`src/rtl/perceptron_trainer_if.sv`:
```
// rtl/perceptron_trainer_if.sv - sample/result/readback bundle for perceptron_trainer (PERCEPTRON_WT_LOAD_EN adds weight load)
interface perceptron_trainer_if #(
  parameter int N_IN     = 8,
  parameter int WEIGHT_W = 8
);
  logic                       in_valid;
  logic                       in_ready;
  logic [N_IN-1:0]            in_bits;
  logic                       exp_res;
  logic                       train_en;
  logic                       result;
  logic                       result_valid;
  logic                       err;
  logic                       epoch_done;
  logic                       converged;
  logic [2:0]                 wt_sel;
  logic signed [WEIGHT_W-1:0] wt_out;
  logic signed [WEIGHT_W-1:0] thresh_out;
`ifdef PERCEPTRON_WT_LOAD_EN
  logic                       wt_load;
  logic [WEIGHT_W-1:0]        wt_load_data;

  modport master (
    output in_valid, in_bits, exp_res, train_en, wt_sel, wt_load, wt_load_data,
    input  in_ready, result, result_valid, err, epoch_done, converged, wt_out, thresh_out
  );
  modport slave (
    input  in_valid, in_bits, exp_res, train_en, wt_sel, wt_load, wt_load_data,
    output in_ready, result, result_valid, err, epoch_done, converged, wt_out, thresh_out
  );
`else
  modport master (
    output in_valid, in_bits, exp_res, train_en, wt_sel,
    input  in_ready, result, result_valid, err, epoch_done, converged, wt_out, thresh_out
  );
  modport slave (
    input  in_valid, in_bits, exp_res, train_en, wt_sel,
    output in_ready, result, result_valid, err, epoch_done, converged, wt_out, thresh_out
  );
`endif
endinterface

```
`src/rtl/perceptron_trainer.sv`:
```
// rtl/perceptron_trainer.sv - serial-accumulate step perceptron with learning-rule update
// Optional PERCEPTRON_WT_LOAD_EN: direct weight load while idle.
module perceptron_trainer #(
  parameter int N_IN        = 8,
  parameter int WEIGHT_W    = 8,
  parameter int LR          = 1,
  parameter int EPOCH_LEN   = 4,
  parameter int INIT_THRESH = 8
) (
  input logic                 clk,
  input logic                 reset,
  perceptron_trainer_if.slave bus
);
  typedef enum logic [1:0] {IDLE, ACCUM, DECIDE, UPDATE} state_t;

  localparam int ACC_W = WEIGHT_W + 3;
  localparam int SUM_W = WEIGHT_W + 2;
  localparam int IDX_W = $clog2(N_IN);
  localparam int CNT_W = (EPOCH_LEN > 1) ? $clog2(EPOCH_LEN) : 1;
  localparam logic signed [SUM_W-1:0]    W_MAX    = SUM_W'((1 << (WEIGHT_W-1)) - 1);
  localparam logic signed [SUM_W-1:0]    W_MIN    = SUM_W'(-(1 << (WEIGHT_W-1)));
  localparam logic signed [SUM_W-1:0]    LR_S     = SUM_W'(LR);
  localparam logic signed [WEIGHT_W-1:0] TH_INIT  = WEIGHT_W'(INIT_THRESH);
  localparam logic [CNT_W-1:0]           CNT_LAST = CNT_W'(EPOCH_LEN - 1);
  localparam logic [IDX_W-1:0]           IDX_LAST = IDX_W'(N_IN - 1);

  state_t                     state, state_n;
  logic signed [WEIGHT_W-1:0] weight [N_IN];
  logic signed [WEIGHT_W-1:0] thresh;
  logic signed [ACC_W-1:0]    acc;
  logic signed [ACC_W-1:0]    w_x, th_x;
  logic [IDX_W-1:0]           idx;
  logic [N_IN-1:0]            bits_q;
  logic                       exp_q, train_q;
  logic                       result_q, err_q, valid_q, epoch_q, conv_q;
  logic [CNT_W-1:0]           sample_cnt;
  logic                       epoch_err;
  logic                       load_now, in_ready_c, ge;

  // Widened add/subtract of LR, clamped to the signed weight range.
  function automatic logic signed [WEIGHT_W-1:0] sat_step(input logic signed [WEIGHT_W-1:0] v,
                                                          input logic up);
    logic signed [SUM_W-1:0]    s;
    logic signed [WEIGHT_W-1:0] r;
    s = $signed({{2{v[WEIGHT_W-1]}}, v});
    s = up ? s + LR_S : s - LR_S;
    if (s > W_MAX)      r = W_MAX[WEIGHT_W-1:0];
    else if (s < W_MIN) r = W_MIN[WEIGHT_W-1:0];
    else                r = s[WEIGHT_W-1:0];
    return r;
  endfunction

`ifdef PERCEPTRON_WT_LOAD_EN
  assign load_now = (state == IDLE) && bus.wt_load;
`else
  assign load_now = 1'b0;
`endif

  assign w_x  = $signed({{3{weight[idx][WEIGHT_W-1]}}, weight[idx]});
  assign th_x = $signed({{3{thresh[WEIGHT_W-1]}}, thresh});
  assign ge   = (acc >= th_x);

  always_ff @(posedge clk) begin
    if (!reset) state <= IDLE;
    else        state <= state_n;
  end

  always_comb begin
    state_n    = state;
    in_ready_c = 1'b0;
    case (state)
      IDLE: begin
        in_ready_c = !load_now;
        if (bus.in_valid && !load_now) state_n = ACCUM;
      end
      ACCUM:   if (idx == IDX_LAST) state_n = DECIDE;
      DECIDE:  state_n = UPDATE;
      UPDATE:  state_n = IDLE;
      default: state_n = IDLE;
    endcase
  end

  always_ff @(posedge clk) begin
    if (!reset) begin
      for (int i = 0; i < N_IN; i++) weight[i] <= '0;
      thresh     <= TH_INIT;
      acc        <= '0;
      idx        <= '0;
      bits_q     <= '0;
      exp_q      <= 1'b0;
      train_q    <= 1'b0;
      result_q   <= 1'b0;
      err_q      <= 1'b0;
      valid_q    <= 1'b0;
      epoch_q    <= 1'b0;
      conv_q     <= 1'b0;
      sample_cnt <= '0;
      epoch_err  <= 1'b0;
    end else begin
      valid_q <= 1'b0;
      epoch_q <= 1'b0;
      case (state)
        IDLE: begin
`ifdef PERCEPTRON_WT_LOAD_EN
          if (load_now) weight[bus.wt_sel] <= bus.wt_load_data;
`endif
          if (bus.in_valid && in_ready_c) begin
            bits_q  <= bus.in_bits;
            exp_q   <= bus.exp_res;
            train_q <= bus.train_en;
            acc     <= '0;
            idx     <= '0;
          end
        end
        ACCUM: begin
          if (bits_q[idx]) acc <= acc + w_x;
          idx <= idx + 1'b1;
        end
        DECIDE: begin
          result_q <= ge;
          err_q    <= ge ^ exp_q;
        end
        UPDATE: begin
          valid_q <= 1'b1;
          // A miss with exp=1 means the neuron fired low: push weights up, threshold down.
          if (train_q && err_q) begin
            for (int i = 0; i < N_IN; i++)
              if (bits_q[i]) weight[i] <= sat_step(weight[i], exp_q);
            thresh <= sat_step(thresh, !exp_q);
          end
          if (sample_cnt == CNT_LAST) begin
            epoch_q    <= 1'b1;
            conv_q     <= !(epoch_err || err_q);
            sample_cnt <= '0;
            epoch_err  <= 1'b0;
          end else begin
            sample_cnt <= sample_cnt + 1'b1;
            epoch_err  <= epoch_err || err_q;
          end
        end
        default: ;
      endcase
    end
  end

  assign bus.in_ready     = in_ready_c;
  assign bus.result       = result_q;
  assign bus.err          = err_q;
  assign bus.result_valid = valid_q;
  assign bus.epoch_done   = epoch_q;
  assign bus.converged    = conv_q;
  assign bus.wt_out       = weight[bus.wt_sel];
  assign bus.thresh_out   = thresh;
endmodule

```
`src/flat_wrapper.sv`:
```
// flat-port wrapper written by rule: the top's interface ports become plain ports
module perceptron_trainer_flat 
#(
  parameter int N_IN        = 8,
  parameter int WEIGHT_W    = 8,
  parameter int LR          = 1,
  parameter int EPOCH_LEN   = 4,
  parameter int INIT_THRESH = 8
)
  (clk, reset, bus_in_valid, bus_in_bits, bus_exp_res, bus_train_en, bus_wt_sel, bus_in_ready, bus_result, bus_result_valid, bus_err, bus_epoch_done, bus_converged, bus_wt_out, bus_thresh_out);
  perceptron_trainer_if #(.N_IN(N_IN), .WEIGHT_W(WEIGHT_W)) bus_i ();
  input logic clk;
  input logic reset;
  input wire logic [$bits(bus_i.in_valid)-1:0] bus_in_valid;
  input wire logic [$bits(bus_i.in_bits)-1:0] bus_in_bits;
  input wire logic [$bits(bus_i.exp_res)-1:0] bus_exp_res;
  input wire logic [$bits(bus_i.train_en)-1:0] bus_train_en;
  input wire logic [$bits(bus_i.wt_sel)-1:0] bus_wt_sel;
  output wire logic [$bits(bus_i.in_ready)-1:0] bus_in_ready;
  output wire logic [$bits(bus_i.result)-1:0] bus_result;
  output wire logic [$bits(bus_i.result_valid)-1:0] bus_result_valid;
  output wire logic [$bits(bus_i.err)-1:0] bus_err;
  output wire logic [$bits(bus_i.epoch_done)-1:0] bus_epoch_done;
  output wire logic [$bits(bus_i.converged)-1:0] bus_converged;
  output wire logic [$bits(bus_i.wt_out)-1:0] bus_wt_out;
  output wire logic [$bits(bus_i.thresh_out)-1:0] bus_thresh_out;
  assign bus_i.in_valid = bus_in_valid;
  assign bus_i.in_bits = bus_in_bits;
  assign bus_i.exp_res = bus_exp_res;
  assign bus_i.train_en = bus_train_en;
  assign bus_i.wt_sel = bus_wt_sel;
  assign bus_in_ready = bus_i.in_ready;
  assign bus_result = bus_i.result;
  assign bus_result_valid = bus_i.result_valid;
  assign bus_err = bus_i.err;
  assign bus_epoch_done = bus_i.epoch_done;
  assign bus_converged = bus_i.converged;
  assign bus_wt_out = bus_i.wt_out;
  assign bus_thresh_out = bus_i.thresh_out;
  perceptron_trainer #(.N_IN(N_IN), .WEIGHT_W(WEIGHT_W), .LR(LR), .EPOCH_LEN(EPOCH_LEN), .INIT_THRESH(INIT_THRESH)) u_core (.clk(clk), .reset(reset), .bus(bus_i));
endmodule
```
`config.mk`:
```
export PLATFORM = sky130hd
export DESIGN_NAME = perceptron_trainer_flat
export DESIGN_NICKNAME = d
export VERILOG_FILES = /design/src/rtl/perceptron_trainer_if.sv /design/src/rtl/perceptron_trainer.sv /design/src/flat_wrapper.sv
export SDC_FILE = /design/constraint.sdc
export NUM_CORES = 1
export LEC_CHECK = 0
export BUFFER_PORTS_ARGS = -buffer_cell sky130_fd_sc_hd__clkbuf_2
export CAP_MARGIN = 20
export CORE_ASPECT_RATIO = 1.2
export CORE_MARGIN = 8
export CORE_UTILIZATION = 49
export CTS_CLUSTER_DIAMETER = 150
export DETAILED_ROUTE_END_ITERATION = 8
export PLACE_DENSITY_LB_ADDON = 0.08
export SYNTH_ARGS = -nofsm -noshare
export SYNTH_HDL_FRONTEND = slang
export SYNTH_SLANG_ARGS = --single-unit
```
`constraint.sdc`:
```
create_clock -name clk -period 5.4 [get_ports clk]
set_input_delay 1.08 -clock clk [delete_from_list [all_inputs] [get_ports clk]]
set_output_delay 1.08 -clock clk [all_outputs]
set_load 0.05 [all_outputs]
```
# == Word level (Yosys, flattened, before mapping) ==
# Memory sizes are Yosys's and may differ from the RTL's. A register that Yosys moved wholly into a read port is not among the register bits.
# Index checks and enable logic that the tools add are counted.
# word_totals
regBits,42
mem_bits_rw,64
input_bits,16
out_inout_bits,22
elab_cells,212
n_memories,1
# op_classes
n_addsub,21
magnitude_cmp,20
eq_ne,9
muxes,125
n_bitwise,9
n_reduce_logical,13
# memory_table
memory,words,width,rd,rd_ports_with_merged_regs,wr,line,source
u_core.weight,8,8,10,1,8,perceptron_trainer.sv:28,logic signed [WEIGHT_W-1:0] weight [N_IN];
# op_table
cell,count
8-bit 2-to-1 mux,58
10-bit by 8-bit greater-than comparator with 1-bit output (second input constant),9
10-bit by 8-bit < comparator with 1-bit output (second input constant),9
10-bit 2-to-1 mux,9
8-bit by 2-bit adder with 9-bit output (second input constant),9
8-bit by 2-bit subtractor with 9-bit output (second input constant),9
1-bit 2-to-1 mux,46
11-bit 2-to-1 mux,2
11-bit case mux with 2 select lines,1
2-bit AND reduction,6
11-bit by 8-bit adder with 11-bit output,1
11-bit by 8-bit greater-or-equal comparator with 1-bit output,1
3-bit 2-to-1 mux,3
1-bit OR,8
2-bit case mux with 4 select lines,1
2-bit == test (second input constant),3
2-bit 2-to-1 mux,3
2-bit by 1-bit != test with 1-bit output (second input constant),3
3-bit case mux with 2 select lines,1
3-bit by 4-bit < comparator with 1-bit output (second input constant),1
3-bit by 1-bit adder with 3-bit output (second input constant),1
1-bit binary-select mux with 3-bit select,1
3-bit == test (second input constant),1
3-bit AND reduction,1
other kinds (9),10

# == Longest topological paths before layout ==
# An unclocked memory read counts as a cell.
# depth
ltp_word,11
mapped_depth,13
ltp_nobuf,11

# == Worst setup path before layout ==
# No wires, ideal clock.
# synth_path
path_type,input -> output
start,input bus_wt_sel[0]
end,output bus_wt_out[1]
arrival_time_ns,3.403
required_ns,4.320
path_slack_ns,0.917
path_stages,4
path_buffers,2
cell_sequence,clkbuf_1 > buf_2 > mux4_2 > o21ai_0
# synth_via
elab_chain_len,1
# synth_rtl
element,line,source
start: declaration,flat_wrapper.sv:18,input wire logic [$bits(bus_i.wt_sel)-1:0] bus_wt_sel;
memory 8 x 8 bit,--,
end: declaration,flat_wrapper.sv:25,output wire logic [$bits(bus_i.wt_out)-1:0] bus_wt_out;
# Every way passes these cells.

# == Worst setup path after layout ==
# layout_path
start,input bus_wt_sel[0]
end,output bus_wt_out[0]
# Same word-level chain as after synthesis.

==> metrics.md <==
| Metric | Value |
|---|---|
| Worst-Skew Late Latency | ~370 ps |
| Initial Utilization | 49.7% |
| # hold bufs at CTS | 0 |
| Number of gates resized after cts | 0 |
| Power per cell area | 378 nW/um^2 |
| Fillcell total | 1743 |
| Met2 Usage GRT | 34.7% |
| Worst Skew | 22.5 ps |
| RSZ-0062 raised after global routing | no |
| H-Tree Level Count | 3 |
| First-pass GRT wire length | 38800 um |
| Mapped Cells | around 960 |
| Count of cell types in the netlist | 79 |
| Router iterations before antenna repair | 4 |
| Post-route cell area | 10100 um^2 |
| Io pins | 38 |
| Outcome | finished, final reports clean |
| Warnings, synthesis | 0 |
| Postcts setup bufs | 0 |
| Asr flop ratio synth | 0% |
| Area grow syn2layout | 8.14% |
| Share of the synthesized area in the top cell type | 20.6% |
| Largest area contributor in the netlist | edfxtp_1 |
| Sequential-to-total area share from yosys stat | 30.3% |
| EDFF count, synth | 64 |
| DP HPWL | around 18000 um |
| Inserted Clock Buffers | 9 |
| Die Width | between 100 and 150 um |
| DR DRC count | 0 |
| Post-Syn Area | 9330 um^2 |
| Syn nets | 1080 |
| Fin crit period | about 3800 ps |
| Die height | between 150 and 200 um |
| Highest-count cells in the layout ignoring fill and taps | ha_1, nand2_1, nor2_1 |
| Post-Route Utilization | 53.7% |
| Hold/Removal Path Class | flop to flop |
| Total Routing Usage GR | around a fifth |
| CTS Sinks | approximately 110 |
| Syn Area/Cell | 9.69 um^2 |
| Initial antenna violation count | 0 |
| Leak pwr | 0.00404 uW |
| Vias per cell | 6.03 |
| Largest net degree at the start of global routing | 36 |
| Area contributors post-synth | edfxtp_1, ha_1, dfxtp_1 |
| Most used routing layer | met2 |
| Layout Nets | 1105 |
| Iter 0 DRT Violations | 451 |
| Longest Clk Path Bufs | 2 |
| Root buffer cell | clkbuf_16 |
| Crit Path Class | input pin to primary output |
| Crit path DAT | 2680 ps |
| Placement Rows | 55 |
| Vias in the first global route | about 7400 |
| Setup_tns | 0 ps |
| Hold Vio Cnt, Final | 0 |
| Slew HR | 37.7% |
| GRT met1 Usage | 27.2% |
| DRT antenna net count | 0 |
| Die Area | 23700 um^2 |
| Vias | 7537 |
| Final Max Tran Viols | 0 |
| Maximum vdd drop | 0.265 mV |
| Tightest Pin Transition | 932 ps |
| Fmax | 266 MHz |
| Drt total wl | 23700 um |
| Maximum capacitance violations | 0 |
| Crit path launch type | input pin |
| Placed Area | 9740 um^2 |
| RD Place Congestion | around 0.86 |
| Ratio of cells with drive above 1 in the final layout | 14.3% |
| Register bit count reported by yosys | 109 |
| Worst-path clk slew | 70 ps |
| Worst EP required | 4320 ps |
| Final setup vio count | 0 |
| Crit end category | primary output |
| Ant diodes | 0 |
| GR Util met3 | roughly 2.3% |
| Final period utilization | between 60% and 70% |
| CP max FO | 16 |
| Routed length per instance | 19.0 um |
| CTS tree | done |
| IO Port Bufs | 37 |
| Core Box Area | ~19000 um^2 |
| Top_reg_cell synth | edfxtp_1 |
| Most common cell after layout, fill and taps aside | ha_1 |
| Total congestion overflow | 0 |
==> routing by layer <==
layer	vias up	part of all wire [%]
met4	0	1.5
met2	159	48
li1	3724	-
met1	3634	46
met3	20	3.8
met5	-	0
==> layout make-up <==
cell class	count	area [um^2]	share of cell area [%]
clock buffer	9	225	2.23
multi-input combinational	767	6150	61.0
timing repair buffer	43	230	2.28
clock inverter	7	120	1.19
tap	256	320	3.17
inverter	58	218	2.16
sequential	109	2820	28.0
==> final timing paths <==
| kind | depth (start not counted) | slack [ps] | start | endpoint |
|---|---|---|---|---|
| max | 4 | 1640 | bus_wt_sel[0] | bus_wt_out[0] |
| min | 2 | 470 | u_core.train_q$_SDFFE_PN0P_ | u_core.train_q$_SDFFE_PN0P_ |
| max reg2reg | 11 | 1770 | flop | u_core.acc[6]$_SDFFE_PN0P_ |
| min reg2reg | 2 | 470 | u_core.train_q$_SDFFE_PN0P_ | u_core.train_q$_SDFFE_PN0P_ |
==> report_power, final <==
group	switching (uW)	internal (uW)
clock	327	457
sequential	159	1000
combinational	1070	799
total	1550	2260
==> stage by stage <==
stage                     instances  hold WS, ps  power, uW  setup WS [ps]
after floorplan                 963          445       2640            917
after global placement         1233          459       3020           1620
after detailed placement       1233          457       3040           1610
after CTS                      1249          469       3830           1600
after global routing           1249          492       4090           1500
final                          1249          467       3810           1640
==> worst max-delay path, cell delays in order <==
cell and delay, ps:
clkbuf_2 430, mux4_1 620, mux2_2 300, clkbuf_2 240
==> state kept, by name, summed over array words and instances, names as in the netlist, 2 cells and up, named ones only <==
register               cells
u_core.state               2
u_core.idx                 3
u_core.bits_q              8
u_core.weight             64
u_core.bus.thresh_out      8
u_core.sample_cnt          2
u_core.acc                11
==> cell families (layout without fill, tap and decap cells) <==
group           count (synthesis)  count (layout)  synth area share, %
flops                         109             109                 30.3
fa+ha+maj                     113             113                 15.6
compound gates                306             306                 22.7
buf+inv                        87             117                 3.79
simple gates                  259             259                 13.7
mux                            54              54                 10.6
xor+xnor                       35              35                 3.29
==> Yosys cell counts (7+ instances only) <==
cell and n:
nor3_1 10, mux4_2 32, xnor2_1 16, a21o_2 7, a21o_1 27, dfxtp_1 45
a211oi_1 17, mux2_2 14, nand2_1 73, o31a_1 7, maj3_1 11, a22oi_1 10
o211ai_1 20, clkbuf_1 15, xor2_1 19, buf_2 8, inv_1 58, edfxtp_1 64
fa_1 10, nor2_1 71, a21oi_1 62, ha_1 91, nand3_1 20, o22ai_1 7
o21ai_0 67, o21a_1 20, nand2b_1 21, and3_1 8, nor2b_1 14
Power figures use the tool's default switching activity.
